<file path="src/rtl/pcie_ext_cap_walker.sv">
// PCIe Extended Capability list walker.
// Starting at config offset 100h it reads each extended capability header,
// follows the next pointers and reports where the requested capability ID
// lives. A walk ends on a match, at the end of the list, on a malformed
// header or pointer, when the hop limit is reached, or when a read times out.
module pcie_ext_cap_walker #(
    parameter int MAX_HOPS   = 64,
    parameter int RD_TIMEOUT = 255
) (
    input  logic        clk,
    input  logic        rst,
    input  logic        start,
    input  logic [15:0] target_id,
    output logic        rd_req,
    output logic [11:0] rd_addr,
    input  logic        rd_valid,
    input  logic [31:0] rd_data,
    output logic        busy,
    output logic        done,
    output logic        found,
    output logic [11:0] cap_offset,
    output logic [3:0]  cap_version,
    output logic [7:0]  hops,
    output logic [1:0]  error
);

    localparam logic [1:0] S_IDLE = 2'd0;
    localparam logic [1:0] S_REQ  = 2'd1;
    localparam logic [1:0] S_EVAL = 2'd2;
    localparam logic [1:0] S_DONE = 2'd3;

    localparam logic [1:0] ERR_NONE      = 2'b00;
    localparam logic [1:0] ERR_TIMEOUT   = 2'b01;
    localparam logic [1:0] ERR_MALFORMED = 2'b10;
    localparam logic [1:0] ERR_HOPS      = 2'b11;

    localparam logic [11:0] BASE_ADDR  = 12'h100;
    localparam logic [7:0]  HOP_LIMIT  = 8'(MAX_HOPS);
    // The counter holds the number of REQ cycles already elapsed, so the
    // final permitted cycle is the one where it equals RD_TIMEOUT-1.
    localparam logic [9:0]  TMO_LAST   = 10'(RD_TIMEOUT - 1);

    logic [1:0]  state_q, state_d;
    logic [11:0] cur_addr_q, cur_addr_d;
    logic [7:0]  hops_q, hops_d;
    logic [9:0]  tmo_q, tmo_d;
    logic [31:0] hdr_q, hdr_d;
    logic [15:0] target_q, target_d;
    logic        found_q, found_d;
    logic [11:0] cap_offset_q, cap_offset_d;
    logic [3:0]  cap_version_q, cap_version_d;
    logic [1:0]  error_q, error_d;

    logic [11:0] next_ptr;

    assign next_ptr = hdr_q[31:20];

    // Next-state and result computation for the walk FSM.
    always_comb begin
        state_d       = state_q;
        cur_addr_d    = cur_addr_q;
        hops_d        = hops_q;
        tmo_d         = tmo_q;
        hdr_d         = hdr_q;
        target_d      = target_q;
        found_d       = found_q;
        cap_offset_d  = cap_offset_q;
        cap_version_d = cap_version_q;
        error_d       = error_q;

        case (state_q)
            S_IDLE: begin
                if (start) begin
                    target_d      = target_id;
                    cur_addr_d    = BASE_ADDR;
                    hops_d        = '0;
                    tmo_d         = '0;
                    found_d       = 1'b0;
                    cap_offset_d  = '0;
                    cap_version_d = '0;
                    error_d       = ERR_NONE;
                    state_d       = S_REQ;
                end
            end
            S_REQ: begin
                // A response on the last permitted cycle still counts.
                if (rd_valid) begin
                    hdr_d   = rd_data;
                    hops_d  = hops_q + 8'd1;
                    tmo_d   = '0;
                    state_d = S_EVAL;
                end else if (tmo_q == TMO_LAST) begin
                    tmo_d   = '0;
                    error_d = ERR_TIMEOUT;
                    state_d = S_DONE;
                end else begin
                    tmo_d = tmo_q + 10'd1;
                end
            end
            S_EVAL: begin
                state_d = S_DONE;
                if (hdr_q == 32'hFFFF_FFFF) begin
                    // All-ones means nothing answered at this offset.
                    error_d = ERR_MALFORMED;
                end else if (hdr_q == 32'h0 && cur_addr_q == BASE_ADDR) begin
                    // Empty extended capability list: not found, no error.
                    found_d = 1'b0;
                end else if (hdr_q[15:0] == target_q) begin
                    found_d       = 1'b1;
                    cap_offset_d  = cur_addr_q;
                    cap_version_d = hdr_q[19:16];
                end else if (next_ptr == 12'h0) begin
                    // Natural end of list without a match.
                    found_d = 1'b0;
                end else if (next_ptr < BASE_ADDR || next_ptr[1:0] != 2'b00) begin
                    error_d = ERR_MALFORMED;
                end else if (hops_q == HOP_LIMIT) begin
                    // Guards against looped lists.
                    error_d = ERR_HOPS;
                end else begin
                    cur_addr_d = next_ptr;
                    state_d    = S_REQ;
                end
            end
            default: begin
                state_d = S_IDLE;
            end
        endcase
    end

    // State and result registers; reset aborts any walk silently.
    always_ff @(posedge clk) begin
        if (rst) begin
            state_q       <= S_IDLE;
            cur_addr_q    <= '0;
            hops_q        <= '0;
            tmo_q         <= '0;
            hdr_q         <= '0;
            target_q      <= '0;
            found_q       <= 1'b0;
            cap_offset_q  <= '0;
            cap_version_q <= '0;
            error_q       <= ERR_NONE;
        end else begin
            state_q       <= state_d;
            cur_addr_q    <= cur_addr_d;
            hops_q        <= hops_d;
            tmo_q         <= tmo_d;
            hdr_q         <= hdr_d;
            target_q      <= target_d;
            found_q       <= found_d;
            cap_offset_q  <= cap_offset_d;
            cap_version_q <= cap_version_d;
            error_q       <= error_d;
        end
    end

    assign rd_req      = (state_q == S_REQ);
    assign rd_addr     = (state_q == S_REQ) ? cur_addr_q : 12'h0;
    assign busy        = (state_q == S_REQ) || (state_q == S_EVAL);
    assign done        = (state_q == S_DONE);
    assign found       = found_q;
    assign cap_offset  = cap_offset_q;
    assign cap_version = cap_version_q;
    assign hops        = hops_q;
    assign error       = error_q;

endmodule

</file>
<file path="config.mk">
export PLATFORM = sky130hd
export DESIGN_NAME = pcie_ext_cap_walker
export DESIGN_NICKNAME = d
export VERILOG_FILES = /design/src/rtl/pcie_ext_cap_walker.sv
export SDC_FILE = /design/constraint.sdc
export NUM_CORES = 1
export LEC_CHECK = 0
export CAP_MARGIN = 40
export CELL_PAD_IN_SITES_DETAIL_PLACEMENT = 0
export CELL_PAD_IN_SITES_GLOBAL_PLACEMENT = 1
export CORE_MARGIN = 2
export CORE_UTILIZATION = 34
export CTS_CLUSTER_DIAMETER = 50
export DETAILED_ROUTE_END_ITERATION = 10
export PLACE_DENSITY = 0.79
export SLEW_MARGIN = 20
export SYNTH_ARGS = -nofsm -noshare
export SYNTH_HDL_FRONTEND = slang
export SYNTH_SLANG_ARGS = --single-unit
</file>
<file path="constraint.sdc">
create_clock -name clk -period 1.92 [get_ports clk]
set_clock_uncertainty 0.15 [all_clocks]
set_input_delay 0.384 -clock clk [delete_from_list [all_inputs] [get_ports clk]]
set_output_delay 0.384 -clock clk [all_outputs]
set_load 0.02 [all_outputs]
</file>
==> results.ini <==
[synth]
synth_most_common_cell = nand2_1
seq_area_frac_synth_pct = 46.6
syn_area_sq_um = 4250
async_flop_share_pct = 0
synth_cell_types = 40
synthFlopType = dfxtp_1
ys_warn_count = 0
syn_nets = 563
synthTopCellsByArea = dfxtp_1 47%, nand2_1 11%, a21oi_1 6.6%, xor2_1 5.4%, a22o_1 3.3%
synth_seq_cells = 99
yosysTopAreaCell = dfxtp_1
avgSynthCellArea_sq_um = 8.47
yosys.area.top_type_share_pct = 46.6
synth-edff-count = 0
syn_inst = 502
synth_top_cells_by_count = 126 x nand2_1, 99 x dfxtp_1, 56 x a21oi_1, 30 x nor2_1, 26 x xor2_1

[clock_tree]
worst_skew_pair.late_latency_ns = 0.34
cts_tree = built
hold_buffers = 0
cts-root-buf = clkbuf_16
numCtsBuffers = 9
clockBufferDepth = 2
path_clk_slew_ns = 0.07
cts.sinks = 99
htreeDepth = 3

[timing]
fin_crit_ns = 2.10
slew_violations = 0
max_freq_mhz = 475
rsz0062_at_grt = yes
fin_crit_sh_pct = 110
relSlewSlack_pct = 60.8
max_slew.worst_pin.slew_ns = 0.588
holdWs_ns = 0.319
setup_ws_ns = -0.183
setup_viol = 31
tns_ns = -3.45
hold_viol_final = 0

[cells_and_area]
n_antenna_cell = 0
nNetsFinal = 728
drive_gt1_share_pct = 24.7
fin_area_sq_um = 6510
area_delta_synth_final_pct = 53.1

[worst_setup_path]
worstReg2RegEnd = cap_offset[4]
cp_cell_sequence = xor2_1 > nor4_1 > nand4_1 > or2_4 > nor4_4 > buf_12 > a22o_1
rrSetupSlack_ns = -0.18
cp-end-kind = flip-flop
r2r_cells = 7
critical_path_cell_count = 7
startpoint = target_q[9]
path_max_fanout = 17
worstPathRequired_ns = 2.06
r2r_start = target_q[9]
max_stage_delay_ns = 0.32
slowest_stage = dfxtp_1
cp-endpoint = cap_offset[4]
crit_family = simple AND/OR/NAND/NOR gates
start_kind = flip-flop
path_buf_inv = 1
arrival_ns = 2.24
path_class = reg2reg

[floorplan]
start_util_pct = 35.1
die_x_microns = 116
die_area_sq_um = 13400
pin_count = 94
dieHeight_microns = 116
core_sq_um = 12100
core.rowCount = 40

[routing]
wirelength_mm = 12.0
route.detailed.drc = 0
antenna_left = 0
drt_first_pass_iters = 4
wl_per_cell_microns = 14.3
via_per_inst = 4.83
detailroute.via_count = 4058
first_iter_violations = 198

[pwr]
ir_drop_v = 0.000557
p_leak_nw = 2.69
p_per_area_nw_per_um2 = 1090

[status]
violations = negative setup slack
status = complete, but fails checks

[global_routing]
grt_max_degree = 56
antenna_found_initial = 0
grt_pass1_vias = 3899
grt_overflow = 0
track_usage_pct = 18.2
grt_pass1_wl_mm = 19.1

[placed_design]
gp_congestion = 0.830
place_hpwl_mm = 8.71
dpl_cell_area_sq_um = 5950
port_buffers = 93

[flow_run]
timing.max_cap.violations = 0

[min_path]
hold_class = reg2reg

-- per-stage QoR --
step | worst slack (ns) | utilization, % | power (W) | cells
2_1_floorplan | -0.102 | - | 0.00375 | 502
3_3_place_gp | -0.215 | 49.1 | 0.00475 | 816
3_5_place_dp | -0.324 | 49.1 | 0.00480 | 816
4_1_cts | -0.196 | 52.3 | 0.00694 | 836
5_1_grt | -0.238 | 53.8 | 0.00749 | 840
6_report | -0.183 | 53.8 | 0.00711 | 840
-- tightest hold or removal path, stage by stage (launching register included) --
cell and delay (ns):
dfxtp_1 0.32, nand2_1 0.05, a21oi_1 0.05
-- layout make-up --
type	instances	area [sq um]
sequential	99	2010
tap	168	210
clock inverter	5	82.6
clock buffer	11	243
multi-input combinational	371	2300
inverter	8	30.0
fill	1159	5600
timing repair buffer	178	1630
-- kinds of logic after synthesis --
family	synth area share, %
and+or+nand+nor	25.8
DFF	46.6
AOI/OAI and AO/OA	12.6
buffers and inverters	3.09
xor gates and xnor gates	6.18
muxes	3.09
adders and majority gates	2.65
-- worst min-delay path by stage --
stage                   from            end  cells past startpoint
2_1_floorplan   target_q[14]   target_q[14]                      2
3_3_place_gp        error[0]       error[0]                      2
4_1_cts         target_q[15]   target_q[15]                      2
6_report        target_q[15]   target_q[15]                      2
3_5_place_dp        error[0]       error[0]                      2
5_1_grt        cap_offset[1]  cap_offset[1]                      1
-- repair_timing --
action,in CTS,in global routing
pin swaps,8,16
resized for setup,86,38
setup endpoints to repair,65,64
gates cloned,1,0
buffers inserted,3,4
-- where the power goes --
group	internal (W)	leakage, nW	switching [W]
combinational	0.00132	1.72	0.00140
sequential	0.00226	0.811	0.000164
clock	0.00119	0.161	0.000775
total	0.00477	2.69	0.00234
-- per-layer routing --
metal  vias to the layer above  track usage [%]  routed length (microns)
met5                         -                0                        0
met4                         0             6.27                      179
met2                        97             31.1                     5720
met1                      1889             23.4                     5650
met3                        12             2.72                      495
li1                       2060                -                        -
-- sequential cells by signal, indices dropped and copies added, names as in the netlist --
signal	flops
tmo_q	10
target_q	16
hdr_q	32
state_q	2
cap_offset	12
error	2
cur_addr_q	12
found	1
cap_version	4
hops	8
-- cell usage in the layout, fill, tap and decap left out, types with 2 or more instances in the layout --
master,count
dfxtp_2,16
and2_1,14
inv_6,2
xor2_1,25
buf_12,6
nor2_1,24
buf_4,71
nand3b_1,2
dfxtp_4,2
nor3_1,5
a21oi_1,54
dfxtp_1,81
bufinv_16,2
xnor2_1,3
a22o_1,16
ha_1,7
and3b_1,2
nor4_4,2
dlymetal6s2s_1,2
nor4_2,5
nand2_2,2
nand3_1,7
dlygate4sd2_1,5
inv_1,7
a21o_1,2
and3_1,3
clkbuf_16,9
nand2_1,124
buf_6,8
clkdlybuf4s50_1,70
nor2_2,5
buf_2,13
nand4_1,18
mux2i_1,12
nor4_1,10
a31oi_1,2
(Power assumes the default switching activity.)
==> variant, RTL diff (same flow settings) <==
Register the outputs `rd_req`, `rd_addr`, `busy` and `done`, cleared by the reset; this adds one clock of latency there. The other outputs are not delayed to match.
--- a/src/rtl/pcie_ext_cap_walker.sv
+++ b/src/rtl/pcie_ext_cap_walker.sv
@@ -155,10 +155,19 @@
         end
     end
 
-    assign rd_req      = (state_q == S_REQ);
-    assign rd_addr     = (state_q == S_REQ) ? cur_addr_q : 12'h0;
-    assign busy        = (state_q == S_REQ) || (state_q == S_EVAL);
-    assign done        = (state_q == S_DONE);
+    always_ff @(posedge clk) begin
+        if (rst) begin
+            rd_req  <= '0;
+            rd_addr <= '0;
+            busy    <= '0;
+            done    <= '0;
+        end else begin
+            rd_req  <= (state_q == S_REQ);
+            rd_addr <= (state_q == S_REQ) ? cur_addr_q : 12'h0;
+            busy    <= (state_q == S_REQ) || (state_q == S_EVAL);
+            done    <= (state_q == S_DONE);
+        end
+    end
     assign found       = found_q;
     assign cap_offset  = cap_offset_q;
     assign cap_version = cap_version_q;
Behaviour: not the same (a bounded check fails within 4 cycles, from zero or initial values and one cycle with rst high).
==> variant against the original RTL <==
- wire length increased by 26%
- utilization up 1.9 points
- setup slack improved by 0.059 ns
- area after synthesis grew 15%
- sequential cell count up 15
- the run still ends with negative setup slack left
- largest cell class unchanged
- power grew 25%
- final area grew 19%
- die area up 14%
==> variant: results (changes against the original RTL) <==
Timing
  – Relative slew slack: 51.38% (-9.4 points)
  – Final worst setup slack: -0.1245 ns (+0.05858 ns)
  – Setup violators final: 28 (-9.7%)

Synthesis
  – Number of cells produced by synthesis: 587 (+17%)
  – Proportion of synthesized chip area in sequential cells: 46.72% (+0.11 points)
  – Top cells by count, synth: sky130_fd_sc_hd__nand2_1, sky130_fd_sc_hd__dfxtp_1, sky130_fd_sc_hd__a21oi_1
  – Post-Synthesis Net Count: 648 (+15%)
  – Compound-gate portion of the synthesized area: 15.98% (+3.4 points)
  – Adder-cell area share of the yosys netlist: 2.305% (-0.34 points)
  – Multiplexer share of the synthesized area: 0.6404% (-2.4 points)
  – Xor/xnor share of the synthesized area: 4.841% (-1.3 points)
  – Library cells used by synthesis: 47 (+18%)
  – Top area cells in the synthesized netlist: sky130_fd_sc_hd__dfxtp_1, sky130_fd_sc_hd__nand2_1, sky130_fd_sc_hd__a21oi_1

Detailed routing
  – First-pass DRT Iterations: 7 (+3)
  – Met1 routed wirelength after detailed routing: 6719 um (+19%)
  – Average routed wire per standard cell: 15.82 um (+10%)
  – WL met3: 950 um (+92%)
  – Drt first-iter violations: 401 (+100%)
  – Routed met2 length: 7201 um (+26%)
  – Via/cell ratio: 5.129 (+6.2%)
  – Total vias in the final route: 4,934 (+22%)

Placement
  – Worst setup slack before clock tree synthesis: -0.2919 ns (+0.03173 ns)
  – Half-perimeter wire length after detailed placement: 10,420 um (+20%)
  – Number of cells after detailed placement: 918 (+13%)
  – Final weighted congestion in routability-driven placement: 0.8659 (+4.4%)

Global route
  – Maximum number of pins on one net before global-route repair: 33 (-41%)
  – Met1 usage in global routing: 25.62% (+2.2 points)
  – Total global-route track usage: 20.12% (+2.0 points)
  – Fraction of met3 tracks used by global routing: 5.082% (+2.4 points)
  – Global-route wire length before repair: 23,730 um (+24%)
  – Vias in the first global route: 4,759 (+22%)
  – Routing usage on met2: 33.14% (+2.1 points)

Clock network
  – Source-to-sink clock delay at the later pin of the worst-skew pair: 0.42 ns (+0.08 ns)
  – CTS Buf Count: 17 (+8)
  – Level count of the clock H-tree: 4 (+1)

Cells and area
  – Net count of the finished layout: 830 (+14%)
  – Number of fill cells: 1,202 (+3.7%)
  – Fraction of final layout cells sized beyond drive strength 1: 28.39% (+3.7 points)

Worst setup path
  – R2r startpoint: hdr_q[7]
  – Critical Path Fanout Max: 8 (-9)
  – Number of cell instances on the worst register-to-register path: 7 (unchanged)
  – Crit path capture: cap_offset[7]
  – Peak per-stage delay on the critical path: 0.37 ns (+0.05 ns)
  – Worst Path Arrival: 2.20 ns (-0.04 ns)

Min path
  – Worst hold path startpoint: rst
  – Endpoint with the worst hold slack: hdr_q[19]
  – Class of the tightest hold or removal check: in2reg
  – Number of cells traversed by the worst hold path: 3 (+1)

Status
  – Status: finished with violations
  – Violated checks: negative setup slack

Power and ir drop
  – VDD IR max: 0.0007584 V (+36%)
  – Leakage Power: 3.269 nW (+21%)
## variant: changes by cell type after synthesis, sizes merged, moves of 11 or more
cell | before | now
a21oi | 56 | 75
a22o | 16 | 0
dfxtp | 99 | 114
nand2 | 126 | 140
a221o | 0 | 11
## variant: timing repair
item / CTS / global route
buffers inserted: 2 / 6
hold buffers: 0 / 0
pin swaps: 27 / 22
resized for setup: 79 / 63
endpoints found under the setup margin: 68 / 66
gates cloned: 4 / 0
## variant: worst reg2reg max path, cell delays in order (launching register included)
cell and delay [ns]:
sky130_fd_sc_hd__dfxtp_1 0.37, sky130_fd_sc_hd__buf_4 0.15, sky130_fd_sc_hd__nand4_1 0.14, sky130_fd_sc_hd__nor4_2 0.31, sky130_fd_sc_hd__buf_4 0.18, sky130_fd_sc_hd__nand2_1 0.10, sky130_fd_sc_hd__and4_4 0.25, sky130_fd_sc_hd__a221o_1 0.29
## variant: stage by stage
| step | TNS [ns] | util, % | hold WS, ns | area (um^2) |
|---|---|---|---|---|
| global route | -4.502 | 55.70 | 0.2881 | 7761 |
| floorplan | -3.416 | - | 0.2978 | 4971 |
| CTS | -1.542 | 53.61 | 0.2611 | 7470 |
| global placement | -7.807 | 47.84 | 0.3095 | 6666 |
| detailed placement | -9.058 | 47.84 | 0.3109 | 6666 |
| finish | -2.192 | 55.70 | 0.2966 | 7761 |
## variant: where the power goes
group / internal (mW) / switching [mW] / total, mW
sequential: 2.61 / 0.210 / 2.82
combinational: 1.45 / 1.58 / 3.03
clock: 1.94 / 1.14 / 3.08
## variant: cell type report
cell class                 instances  share of cell area [%]
clock buffer                      20                   5.755
tap                              180                   2.902
clock inverter                    12                   1.725
multi-input combinational        425                   36.42
inverter                          18                  0.9028
timing repair buffer             193                   22.42
sequential                       114                   29.87
